**src/rtl/dlx_led_toplevel.sv**
```systemverilog
// Board-level push-button front end for the DLX demo platform.
// Each of the four buttons is synchronised with two flops and then debounced
// by its own counter. The debounced vector drives three LED groups:
//   led_buildin  - the debounced vector itself
//   led_buildin2 - number of debounced-vector changes, modulo 16
//   led_user     - registered count of pressed buttons
module dlx_led_toplevel #(
  parameter int unsigned MAX_COUNT = 100000,
  parameter int unsigned CNT_W     = 17
) (
  input  logic       clk_in,
  input  logic       reset,
  input  logic [3:0] knop,
  output logic [3:0] led_buildin,
  output logic [3:0] led_buildin2,
  output logic [2:0] led_user
);

  localparam logic [CNT_W-1:0] CNT_LAST = CNT_W'(MAX_COUNT - 1);

  logic [3:0]            sync1_q, sync1_d;
  logic [3:0]            sync2_q, sync2_d;
  logic [3:0]            stable_q, stable_d;
  logic [3:0][CNT_W-1:0] cnt_q, cnt_d;
  logic [3:0]            evt_q, evt_d;
  logic [2:0]            pop_q, pop_d;

  // Next-state: synchroniser shift, per-bit debounce, event count, popcount
  always_comb begin
    sync1_d  = knop;
    sync2_d  = sync1_q;
    stable_d = stable_q;
    cnt_d    = cnt_q;
    for (int unsigned i = 0; i < 4; i++) begin
      if (sync2_q[i] == stable_q[i]) begin
        cnt_d[i] = '0;
      end else if (cnt_q[i] == CNT_LAST) begin
        stable_d[i] = sync2_q[i];
        cnt_d[i]    = '0;
      end else begin
        cnt_d[i] = cnt_q[i] + 1'b1;
      end
    end
    // any number of bits qualifying in the same cycle is a single event
    evt_d = evt_q + {3'b000, (stable_d != stable_q)};
    pop_d = '0;
    for (int unsigned i = 0; i < 4; i++) begin
      pop_d = pop_d + {2'b00, stable_q[i]};
    end
  end

  // State registers, asynchronously cleared while reset is low
  always_ff @(posedge clk_in or negedge reset) begin
    if (!reset) begin
      sync1_q  <= '0;
      sync2_q  <= '0;
      stable_q <= '0;
      cnt_q    <= '0;
      evt_q    <= '0;
      pop_q    <= '0;
    end else begin
      sync1_q  <= sync1_d;
      sync2_q  <= sync2_d;
      stable_q <= stable_d;
      cnt_q    <= cnt_d;
      evt_q    <= evt_d;
      pop_q    <= pop_d;
    end
  end

  assign led_buildin  = stable_q;
  assign led_buildin2 = evt_q;
  assign led_user     = pop_q;

endmodule

```
**config.mk**
```make
export PLATFORM = sky130hd
export DESIGN_NAME = dlx_led_toplevel
export DESIGN_NICKNAME = d
export VERILOG_FILES = /design/src/rtl/dlx_led_toplevel.sv
export SDC_FILE = /design/constraint.sdc
export NUM_CORES = 1
export LEC_CHECK = 0
export CAP_MARGIN = 20
export CORE_MARGIN = 4
export CORE_UTILIZATION = 35
export CTS_CLUSTER_DIAMETER = 30
export CTS_CLUSTER_SIZE = 10
export DETAILED_ROUTE_END_ITERATION = 6
export GPL_TIMING_DRIVEN = 1
export PLACE_DENSITY = 0.59
export SETUP_SLACK_MARGIN = 0.05
export SYNTH_ARGS = -nofsm -noshare
export SYNTH_HDL_FRONTEND = slang
export SYNTH_SLANG_ARGS = --single-unit
```
**constraint.sdc**
```tcl
create_clock -name clk_in -period 2.2 [get_ports clk_in]
set_input_delay 0.22 -clock clk_in [delete_from_list [all_inputs] [get_ports clk_in]]
set_output_delay 0.22 -clock clk_in [all_outputs]
set_load 0.005 [all_outputs]
```
; Word level (Yosys, flattened, before mapping)
; Index checks and enable logic that the tools add are counted.
[word_totals]
ff_bits = 87
inputBits = 6
output_inout_bits = 11
word_cells = 42
[op_classes]
addsub = 8
n_eq_ne = 9
mux = 16
[ops]
columns = operator, count
row1 = two-way mux 17 bit, 8
row2 = "adder 17 x 1 -> 17 bit, second input constant", 4
row3 = "== test 17 bit, second input constant", 4
row4 = two-way mux 1 bit, 8
row5 = adder 4 x 1 -> 4 bit, 1
row6 = == test 1 bit, 4
row7 = inequality test 4 bit, 1
row8 = adder 2 x 1 -> 3 bit, 1
row9 = adder 3 x 1 -> 3 bit, 1
row10 = adder 1 x 1 -> 2 bit, 1

; Depth between registers and ports, before layout
; Gate-level depths: netlist (run 1).
[logic_depth]
depth_word = 5
mapped_depth = 9
depth_no_buf = 8

; Worst setup path before layout (run 1)
; Ideal clock, no wire load.
[synth_path]
kind = reg-to-reg
from = register cnt_q[51] (netlist bit)
to = register evt_q[2] (netlist: led_buildin2[2])
setup_ps = 79
t_arrival_ps = 2010
setup_slack_ps = 111
stages_incl_launch_ff = 9
path_buffers = 0
path_cell_list = dfrtp_1 > ha_1 > nand4_1 > or4_4 > o22ai_1 > or2_2 > ha_1 > ha_1 > xor2_1
[synth_between]
elab_chain_cells = 5
[synth_lines]
columns = item, line_no
row1 = "start, declared", 24  ; logic [3:0][CNT_W-1:0] cnt_q, cnt_d;
row2 = "start signal, assigned", 65  ; cnt_q <= cnt_d;
row3 = == test 17 bit, 37  ; end else if (cnt_q[i] == CNT_LAST) begin
row4 = two-way mux 1 bit, 37
row5 = two-way mux 1 bit, 35  ; if (sync2_q[i] == stable_q[i]) begin
row6 = inequality test 4 bit, 45  ; evt_d = evt_q + {3'b000, (stable_d != stable_q)};
row7 = adder 4 x 1 -> 4 bit, 45
row8 = net evt_d[2], 25  ; logic [3:0] evt_q, evt_d;
row9 = "end signal, assigned", 66  ; evt_q <= evt_d;
row10 = "end, declared", 25
; The timed path passes the listed nets, and every way through them passes these cells.

; Worst setup path after layout (run 1)
[layout_path]
from = register cnt_q[59] (netlist bit)
to = register evt_q[2] (netlist: led_buildin2[2])
; Same word-level chain as after synthesis.

==> results of run 1 <==
==> power breakdown <==
part           total, mW  switching [mW]  internal [mW]
clock               1.50           0.598          0.903
sequential          1.65          0.0215           1.63
combinational      0.114          0.0725         0.0412
==> critical path, stage by stage (launching register included) <==
cell and delay [ns]:
dfrtp_1 0.37, or4b_1 0.52, or4_4 0.45, o22ai_2 0.13
or2_4 0.14, ha_4 0.12, ha_2 0.16, xor2_1 0.14
==> final cells by class <==
class / count / area [µm²] / share of cell area
multi-input cells: 267 / 1770 / 0.370
repair buffers: 34 / 308 / 0.0643
flip-flops and latches: 87 / 2180 / 0.455
clock buffers: 10 / 239 / 0.0499
inverters: 14 / 52.6 / 0.0110
clock inverters: 5 / 58.8 / 0.0123
well taps: 143 / 179 / 0.0374
==> logic make-up (layout without fill, tap and decap cells) <==
| logic type | count (synthesis) | count (layout) | share of synthesized area |
|---|---|---|---|
| simple gates | 182 | 182 | 0.243 |
| flops | 87 | 87 | 0.538 |
| xor+xnor | 62 | 62 | 0.134 |
| buf+inv | 28 | 63 | 0.0318 |
| compound gates | 10 | 10 | 0.0130 |
| fa+ha+maj | 9 | 9 | 0.0297 |
| mux | 4 | 4 | 0.0111 |
==> cells in the mapped netlist, types with 2 or more instances <==
master     count  area, µm²
dfrtp_1       87       2180
nor2_1        66        248
xor2_1        32        280
xnor2_1       30        263
nand4_1       27        169
nand3_1       24        120
inv_1         14       52.6
nand2_1       11       41.3
and4_1        10       87.6
nor3_1         9       45.0
nor4_1         9       56.3
clkbuf_1       8       30.0
ha_1           8        100
nor4bb_1       6       60.1
a21oi_1        4       20.0
buf_2          4       20.0
mux2_2         4       45.0
o21ai_0        4       20.0
or3_1          4       25.0
nand2b_1       3       18.8
nor4b_1        3       26.3
and2_1         2       12.5
nand4bb_1      2       22.5
o22ai_1        2       12.5
==> cells in the final DEF (no fill, tap or decap), types with 4 or more instances in the layout <==
cell type and instances:
nor3_1 9, xor2_1 32, a21oi_1 4, nor4_1 9, mux2_2 4, xnor2_1 30, and4_1 10, nor4bb_1 6
inv_1 14, ha_1 4, clkbuf_16 9, nand2_1 11, o21ai_0 4, dfrtp_1 87, buf_4 17, nand3_1 24
or3_1 4, clkdlybuf4s50_1 15, nand4_1 27, nor2_1 66
==> sequential cells by signal (all words and copies together) (netlist names) <==
signal / count
sync1_q: 4
led_buildin: 4
cnt_q: 68
led_buildin2: 4
sync2_q: 4
led_user: 3
==> stage by stage <==
stage	setup slack, ns	hold slack (ns)	instance area [µm²]	cells	util
2_1_floorplan	0.111	-0.0756	4050	382	-
3_3_place_gp	0.0879	0.250	4430	541	0.389
3_5_place_dp	0.0443	0.258	4430	541	0.389
4_1_cts	0.0712	0.315	4740	557	0.417
5_1_grt	0.0115	0.312	4790	560	0.421
6_report	0.0933	0.325	4790	560	0.421
==> what timing repair did <==
item / in CTS / in global routing
gates resized for setup: 1 / 6
hold endpoints to repair: 43 / 0
setup buffers: 0 / 3
setup endpoints to repair: 1 / 3
hold buffers: 1 / 0
==> how the worst max path moves through the flow <==
stage	startpoint	end	slack (ns)
after CTS	cnt_q[59]	led_buildin2[2]	0.07
after global placement	cnt_q[59]	led_buildin2[2]	0.09
after detailed placement	cnt_q[59]	led_buildin2[2]	0.04
after floorplan	cnt_q[51]	led_buildin2[2]	0.11
final	cnt_q[59]	led_buildin2[2]	0.09
after global routing	cnt_q[52]	led_buildin2[2]	0.01
==> layer usage <==
layer  wire length (µm)  vias up
met2               3310       42
met3                252       10
met4                110        0
li1                   -     1372
met1               3660     1364
met5                  0        -
==> results.yml, run 1 <==
outcome:
  status: "finished clean"
finish:
  area_growth_pct: 18.2
  antenna_cells: 0
  n_fill_cell: 1097
  drive_above_1_share: 0.108
  final_nets: 428
run:
  maxCapViolCount: 0
global_routing:
  antenna_found_initial: 0
  busiest_layer: "met2"
  gr-usage-met1: 0.170
  grt_use_met2: 0.181
  grt_pass1_wl_um: 13000
  grt_pass1_vias: 2755
  met3_usage: 0.0366
  grt_overflow: 0
  grt.total_usage: 0.122
  grt_max_degree: 45
timing:
  clock.fmax_mhz: 475
  relSlewSlack: 0.630
  worst_slew_pin_slew_ns: 0.555
  hold_violations: 0
  rsz0062_at_grt: "no"
  period_minus_slack_ns: 2.11
  final_max_slew_viol_count: 0
  setup_viol: 0
  skew_ns: 0.00586
  fin_tns_setup_ns: 0
  min_period_over_period: 0.958
place:
  place.gp.congestion: 0.803
  numPortBuffers: 16
  hpwl_um: 4900
drt:
  antenna_left: 0
  routed_wirelength_um: 7330
  num_vias: 2788
  routed_via_density: 4.98
  avgRoutedWirePerCell_um: 13.1
  dr.first_iter.drc_count: 98
  dr.pass1.iters: 5
  drc: 0
yosys:
  synth_top_flop_cell: "dfrtp_1"
  netlist_area_um2: 4050
  syn-num-nets: 397
  synth_cells: 382
  postSynthAreaPerCell_um2: 10.6
  synthArstFlopShare: 1.00
  ys_seq_area_frac: 0.538
  synth_warnings: 0
  ys_types: 33
  ys_ff_latch: 87
  synth_edf_count: 0
min_path:
  holdPathStages: 1
  hold_class: "input port to register"
  hold_start: "knop[2]"
  worstHoldEndpoint: "sync1_q[2]"
setup_path:
  end_kind: "register"
  cp.arrival_ns: 2.36
  critPathKind: "register to register"
  r2r_slack_ns: 0.09
  required_ns: 2.46
  ff2ff_path_depth: 7
  critPathMaxFanout: 3
  r2r_start: "cnt_q[59]"
  reg2reg_to: "led_buildin2[2]"
  cp-start-kind: "register"
die:
  row_count: 39
  die_x_um: 116
  core_area_um2: 11400
  die_y_um: 116
  start_util: 0.356
  ios: 17
  die-area_um2: 13400
power:
  finalPower_mw: 3.26
  p_per_area_nw_per_um2: 682
  ir_worst_vdd_v: 0.000351
  leakage_nw: 1.99
clock_network:
  clock-sinks: 87
  clk_pin_slew_ns: 0.06
  h-tree-depth: 3
  cts_made_buffers: 9
  root_buffer: "clkbuf_16"
  clock_latency_ns: 0.33
  cts_buffer_depth: 2
  cts_tree: "yes"
Note: power is estimated with default switching activity, not from simulation.
==> inputs of run 2 (changes only) <==
Settings changed: CAP_MARGIN 20 to 25.
==> results of run 2 <==
Final layout, timing and power as in run 1 (identical DEF).
==> patch: new RTL, settings of run 2 <==
Set the parameter `MAX_COUNT` to 75000 (it was 100000).
--- a/src/rtl/dlx_led_toplevel.sv
+++ b/src/rtl/dlx_led_toplevel.sv
@@ -5,7 +5,7 @@
 //   led_buildin2 - number of debounced-vector changes, modulo 16
 //   led_user     - registered count of pressed buttons
 module dlx_led_toplevel #(
-  parameter int unsigned MAX_COUNT = 100000,
+  parameter int unsigned MAX_COUNT = 75000,
   parameter int unsigned CNT_W     = 17
 ) (
   input  logic       clk_in,
Check against the original RTL: same outputs for any inputs over 10 cycles, from zero or initial values and one cycle with reset low; that may be too few to reach the edited logic, so the function may still have changed.
==> patch against run 2 <==
Sequential cell count unchanged. Power fell by 0.89%. Setup slack lost 0.045 ns. Wire length increased by 6.9%. Design area grew 3.8%. Via count rose by 5.1%. Synthesized area increased by 2.1%. Cell count up 6.3%. Synthesized cell count rose by 5.2%.
==> patch: results (changes against run 2) <==
* Final weighted congestion of routability-driven global placement: 0.805 (+0.32%)
- Min-Delay Endpoint: sync1_q[3]
- WP data arrival: 2.41 ns (+0.05 ns)
* Initial DRC Count: 157 (+60%)
* Maximum fanout along the worst path: 2 (-1)
* Startpoint of the most critical setup path: cnt_q[45]
- Kind of path behind the tightest hold check: in2reg
* Share of cells above drive strength 1: 13.3% (+2.5 points)
* Fillcell total: 1070 (-2.5%)
- DP Area: 4640 um^2 (+4.8%)
- Max-slew headroom at the worst pin: 67.9% (+5.0 points)
- Setup fix buffers added after clock tree synthesis: 1 (+1)
- The overall global routing resource usage came to 12.7% (+0.58 points).
- The flow ran to the end, and the final reports show no timing, DRC or antenna violations.
- The post-layout net count is 464 (+8.4%).
- Sequential-to-total area share from yosys stat: 52.7% (-1.1 points)
- Fin Clk Skew: 0.00478 ns (-0.00108 ns)
- The post-cts gate resize count is 2 (+1).
- The average detailed-routed wire length per instance was 13.2 um (+0.60%).
- HPWL after detailed placement: 5640 um (+15%)
- Master of the slowest instance on the critical path: or4_1
* Pre-Repair DR Iteration Count: 4 (-1)
- Synth Flop Type: dfrtp_1
- Total via count in the routed design: 2930 (+5.1%)
- Wire length of the first global-routing pass: 13700 um (+5.1%)
* IR drop worst, VDD: 0.681 mV (+94%)
- Number of distinct library cell variants in the gate-level netlist after synthesis: 38 (+15%)
[patch: power breakdown]
group	internal, mW	leakage (nW)	switching, mW
Sequential	1.63	1.19	0.0275
Clock	0.893	0.140	0.572
Combinational	0.0441	0.721	0.0708
Total	2.56	2.05	0.670
[patch: cell type report]
class	count	area [um^2]	area share [%]
inverter	20	75.1	1.51
clock inverter	4	47.5	0.957
sequential	87	2180	43.8
timing repair buffer	46	398	8.01
multi-input combinational	285	1850	37.3
tap	143	179	3.60
clock buffer	10	239	4.81
[patch: per-layer routing]
metal | GRT usage, % | vias to the layer above | wire length [um]
met3 | 4.15 | 16 | 301
met4 | 5.05 | 0 | 156
li1 | - | 1478 | -
met2 | 18.7 | 44 | 3540
met1 | 17.5 | 1392 | 3840
met5 | 0 | - | 0
[patch: logic make-up (layout without fill, tap and decap cells)]
kind of cell | count (synthesis) | count (layout) | synth area share (%)
flops | 87 | 87 | 52.7
buf+inv | 30 | 80 | 3.18
xor+xnor | 63 | 63 | 13.4
fa+ha+maj | 9 | 9 | 2.91
simple gates | 196 | 196 | 24.6
compound gates | 14 | 14 | 2.51
mux | 3 | 3 | 0.817
[patch: metrics by stage]
step / setup WS [ns] / utilization [%] / TNS [ns] / std cells / hold slack [ns]
6_report: 0.0484 / 43.3 / 0 / 595 / 0.322
5_1_grt: -0.0502 / 43.3 / -0.0952 / 595 / 0.305
4_1_cts: 0.0526 / 43.3 / 0 / 594 / 0.308
3_5_place_dp: 0.0411 / 40.5 / 0 / 578 / 0.219
3_3_place_gp: 0.0673 / 40.5 / 0 / 578 / 0.213
2_1_floorplan: 0.0514 / - / 0 / 402 / -0.0756
